[config.mk]
export PLATFORM = sky130hd
export DESIGN_NAME = shift_register_rx
export DESIGN_NICKNAME = d
export VERILOG_FILES = /design/src/rtl/shift_register_rx.sv
export SDC_FILE = /design/constraint.sdc
export NUM_CORES = 1
export LEC_CHECK = 0
export ABC_CLOCK_PERIOD_IN_PS = 4250
export BUFFER_PORTS_ARGS = -buffer_cell sky130_fd_sc_hd__buf_2
export CAP_MARGIN = 20
export CORE_ASPECT_RATIO = 0.9
export CORE_MARGIN = 2
export CORE_UTILIZATION = 64
export CTS_BUF_LIST = sky130_fd_sc_hd__clkbuf_8
export DETAILED_ROUTE_END_ITERATION = 6
export GPL_TIMING_DRIVEN = 0
export PLACE_DENSITY = 0.9
export SLEW_MARGIN = 20
export SYNTH_ARGS = -nofsm -noshare
export SYNTH_HDL_FRONTEND = slang
export SYNTH_SLANG_ARGS = --single-unit
[constraint.sdc]
create_clock -name i_clk -period 4.25 [get_ports i_clk]
set_input_delay 0.425 -clock i_clk [delete_from_list [all_inputs] [get_ports i_clk]]
set_output_delay 0.425 -clock i_clk [all_outputs]
set_load 0.05 [all_outputs]
[src/rtl/shift_register_rx.sv]
// Serial-to-parallel receiver: oversamples an external serial clock/data pair, captures MSB-first
// on serial-clock rising edges and emits a WIDTH-bit word with a one-cycle valid strobe.
module shift_register_rx #(
  parameter int unsigned WIDTH          = 8,
  parameter int unsigned SYNC_STAGES    = 2,
  parameter int unsigned TIMEOUT_CYCLES = 1024
) (
  input  logic             i_clk,
  input  logic             i_reset_n,
  input  logic             i_enable,
  input  logic             i_serial_clk,
  input  logic             i_serial_data,
  output logic [WIDTH-1:0] o_parallel_data,
  output logic             o_data_valid,
  output logic             o_frame_error,
  output logic             o_busy
);

  localparam int unsigned CntW = $clog2(WIDTH + 1);
  localparam int unsigned TmoW = $clog2(TIMEOUT_CYCLES);

  localparam logic [CntW-1:0] CntFinal = CntW'(WIDTH - 1);
  localparam logic [CntW-1:0] CntOne   = CntW'(1);
  localparam logic [TmoW-1:0] TmoLast  = TmoW'(TIMEOUT_CYCLES - 1);
  localparam logic [TmoW-1:0] TmoOne   = TmoW'(1);

  typedef enum logic [0:0] {StIdle, StReceive} state_e;

  logic [SYNC_STAGES-1:0] sync_clk_q;
  logic [SYNC_STAGES-1:0] sync_data_q;
  logic                   prev_clk_q;
  logic                   sync_clk;
  logic                   sync_data;
  logic                   rise;

  state_e                 state_q, state_d;
  logic [WIDTH-2:0]       shift_q, shift_d;
  logic [WIDTH-1:0]       shift_next;
  logic [CntW-1:0]        cnt_q, cnt_d;
  logic [TmoW-1:0]        tmo_q, tmo_d;
  logic [TmoW-1:0]        tmo_inc;
  logic [WIDTH-1:0]       data_q, data_d;
  logic                   valid_q, valid_d;
  logic                   ferr_q, ferr_d;

  assign sync_clk   = sync_clk_q[SYNC_STAGES-1];
  assign sync_data  = sync_data_q[SYNC_STAGES-1];
  assign rise       = sync_clk & ~prev_clk_q;
  // Only WIDTH-1 bits are stored; the final bit joins them directly into the output word.
  assign shift_next = {shift_q, sync_data};
  assign tmo_inc    = tmo_q + TmoOne;

  always_ff @(posedge i_clk) begin
    if (!i_reset_n) begin
      sync_clk_q  <= '0;
      sync_data_q <= '0;
      prev_clk_q  <= 1'b0;
    end else begin
      sync_clk_q  <= {sync_clk_q[SYNC_STAGES-2:0], i_serial_clk};
      sync_data_q <= {sync_data_q[SYNC_STAGES-2:0], i_serial_data};
      prev_clk_q  <= sync_clk;
    end
  end

  always_comb begin
    state_d = state_q;
    shift_d = shift_q;
    cnt_d   = cnt_q;
    tmo_d   = tmo_q;
    data_d  = data_q;
    valid_d = 1'b0;
    ferr_d  = 1'b0;

    if (rise) begin
      shift_d = shift_next[WIDTH-2:0];
    end

    unique case (state_q)
      StIdle: begin
        cnt_d = '0;
        tmo_d = '0;
        if (i_enable && rise) begin
          cnt_d   = CntOne;
          state_d = StReceive;
        end
      end
      StReceive: begin
        if (!i_enable) begin
          state_d = StIdle;
          cnt_d   = '0;
          tmo_d   = '0;
        end else if (rise) begin
          // A rise wins over a coinciding timeout expiry.
          tmo_d = '0;
          if (cnt_q == CntFinal) begin
            data_d  = shift_next;
            valid_d = 1'b1;
            cnt_d   = '0;
            state_d = StIdle;
          end else begin
            cnt_d = cnt_q + CntOne;
          end
        end else if (tmo_inc == TmoLast) begin
          ferr_d  = 1'b1;
          cnt_d   = '0;
          tmo_d   = '0;
          state_d = StIdle;
        end else begin
          tmo_d = tmo_inc;
        end
      end
      default: begin
        state_d = StIdle;
      end
    endcase
  end

  always_ff @(posedge i_clk) begin
    if (!i_reset_n) begin
      state_q <= StIdle;
      shift_q <= '0;
      cnt_q   <= '0;
      tmo_q   <= '0;
      data_q  <= '0;
      valid_q <= 1'b0;
      ferr_q  <= 1'b0;
    end else begin
      state_q <= state_d;
      shift_q <= shift_d;
      cnt_q   <= cnt_d;
      tmo_q   <= tmo_d;
      data_q  <= data_d;
      valid_q <= valid_d;
      ferr_q  <= ferr_d;
    end
  end

  assign o_parallel_data = data_q;
  assign o_data_valid    = valid_q;
  assign o_frame_error   = ferr_q;
  assign o_busy          = (state_q == StReceive);

endmodule

==> metrics.txt <==
Worst setup EP type flop; chip height 50.1 um; RSZ-0062 raised after global routing false; CP Class flop to flop; worst skew pair latency 0.29 ns; layout cell share with drive strength beyond 1 14.8%; vias in the first global route 1,087; Post-Syn Nets 167; via count 1,163; # port buffers 15; Synth Register Bits 37; worst hold-check path type input port to flop; Gate Count Post-Synth 159; CTS Root Cell clkbuf_8; CP max FO 10; first-pass GRT wire length 4820 um; relative slew slack 58.6%; final total power 0.604 mW; Core ar. 2200 um^2; total wire length 2810 um; Syn. warnings 0; final setup vio count 0; Num Clock Sinks 37; crit path DAT 2.18 ns; status finished clean; Layout area overhead 12.9%; Worst Setup Start Kind flop; Final Critical Period 2.01 ns; Post-Syn Area 1510 um^2; final hold vios 0; Max VDD drop 364 uV; Post-CTS Repair Setup Buffers 0; fin. max-slew vios 0; clock buffer depth 2; Initial Util 68.8%; gpl congestion 0.812; dpl hpwl 1950 um; Post-layout nets 189; drt drc 0; power per standard cell area 353 nW/um^2; antenna cell count 0; clock transition at the registers of the reported paths 0.07 ns; mean number of vias per cell 5.56; Detail Route Antenna Nets 0; Cell Area, Placed 1620 um^2; Die Width 55.3 um; Worst EP required 4.42 ns; # resized after CTS 0; TritonCTS buffer count 5; Max Cap Viol 0; Slew @ Worst Pin 0.621 ns; CTS tree built; I/O pins 16; design area 1710 um^2; Yosys cell types 29; mean post-synth cell area 9.52 um^2; Fill cells 154; global route overflow 0; sequential fraction of the synthesis area 48.9%; drt pass-1 iters 4; Post-CTS Hold Fix Bufs 0; initial antenna violation count 0; most frequent cells in the layout dfxtp_1 (37), nand2_1 (24), buf_2 (15), nor3_1 (12); Placement Rows 16; H-tree depth 2; drt wl/cell 13.4 um; setup TNS 0 ns; commonest non-fill, non-tap cell in the layout dfxtp_1; Highest Clock Rate 0.497 GHz; Tcrit/Tclk final 47.4%; Post-Route Skew 0.00582 ns; hold slack 0.331 ns; die area 2770 um^2; pin count of the biggest net entering global routing 13; gr usage total 22.9%; Leakage 0.601 nW; drt initial violations 60
routing by layer:
metal | routed length, um | global-route usage [%] | up-vias
met4 | 30 | 11.0 | 0
met3 | 134 | 9.54 | 6
met1 | 1320 | 27.8 | 551
li1 | - | - | 582
met5 | 0 | 0 | -
met2 | 1320 | 35.5 | 24
critical path, stage by stage (launching register included):
cell	delay [ns]
dfxtp_1	0.45
nand3_2	0.14
or4_4	0.52
a2111oi_4	0.50
buf_6	0.20
o21ai_0	0.08
sequential cells by signal, summed over array words and instances (netlist names):
name             flops
o_parallel_data      8
tmo_q               10
o_data_valid         1
sync_data_q          2
prev_clk_q           1
sync_clk_q           2
o_busy               1
shift_q              7
cnt_q                4
o_frame_error        1
logic make-up after synthesis:
| logic type | count (synthesis) | synth area share, % |
|---|---|---|
| adders and majority gates | 3 | 2.48 |
| xor gates and xnor gates | 9 | 5.21 |
| and+or+nand+nor | 76 | 26.4 |
| buffers and inverters | 9 | 2.73 |
| muxes | 8 | 5.29 |
| DFF | 37 | 48.9 |
| AOI/OAI and AO/OA | 17 | 9.01 |
report_power, final:
group	internal [mW]	switching, mW
logic	0.00567	0.00765
clock network	0.113	0.127
registers	0.349	0.00151
path summary, 6_finish.rpt:
| path | start | end | slack (ns) | cells after the start |
|---|---|---|---|---|
| worst max-delay path | tmo_q[2] | o_busy | 2.24 | 5 |
| worst min-delay path | i_serial_clk | sync_clk_q[0] | 0.33 | 2 |
| worst max register to register | tmo_q[2] | o_busy | 2.24 | 5 |
| worst min register to register | sync_clk_q[0] | sync_clk_q[1] | 0.44 | 1 |
cell type report:
class | instances | area [um^2] | share of cell area, %
sequential | 37 | 741 | 43.3
multi-input combinational | 113 | 732 | 42.8
timing repair buffer | 15 | 75.1 | 4.39
clock buffer | 5 | 68.8 | 4.03
buffer | 7 | 33.8 | 1.98
tap | 27 | 33.8 | 1.98
clock inverter | 3 | 17.5 | 1.02
inverter | 2 | 7.51 | 0.439
stage by stage:
| stage | utilization, % | worst slack, ns | instances |
|---|---|---|---|
| 3_3_place_gp | 73.7 | 2.29 | 201 |
| 5_1_grt | 77.6 | 2.14 | 209 |
| 4_1_cts | 77.6 | 2.24 | 209 |
| 2_1_floorplan | - | 2.44 | 159 |
| 3_5_place_dp | 73.7 | 2.27 | 201 |
| 6_report | 77.6 | 2.24 | 209 |
Yosys cell counts (all sizes together):
| library cell | number | area (um^2) |
|---|---|---|
| dfxtp | 37 | 741 |
| nand2 | 24 | 90.1 |
| nor3 | 12 | 60.1 |
| and2 | 9 | 56.3 |
| nor2b | 9 | 56.3 |
| mux2i | 8 | 80.1 |
| a21boi | 7 | 52.6 |
| nand3 | 7 | 40.0 |
| o21ai | 6 | 30.0 |
| clkbuf | 5 | 18.8 |
| nor2 | 5 | 18.8 |
| xor2 | 5 | 43.8 |
| xnor2 | 4 | 35.0 |
| ha | 3 | 37.5 |
| and3b | 2 | 17.5 |
| buf | 2 | 15.0 |
| inv | 2 | 7.51 |
| nand2b | 2 | 12.5 |
| nand4 | 2 | 12.5 |
| a2111oi | 1 | 27.5 |
| a311oi | 1 | 8.76 |
| and4 | 1 | 8.76 |
| nand4b | 1 | 8.76 |
| o311a | 1 | 10.0 |
| o31ai | 1 | 7.51 |
| or3 | 1 | 6.26 |
| or4 | 1 | 11.3 |
Power figures use the tool's default switching activity.
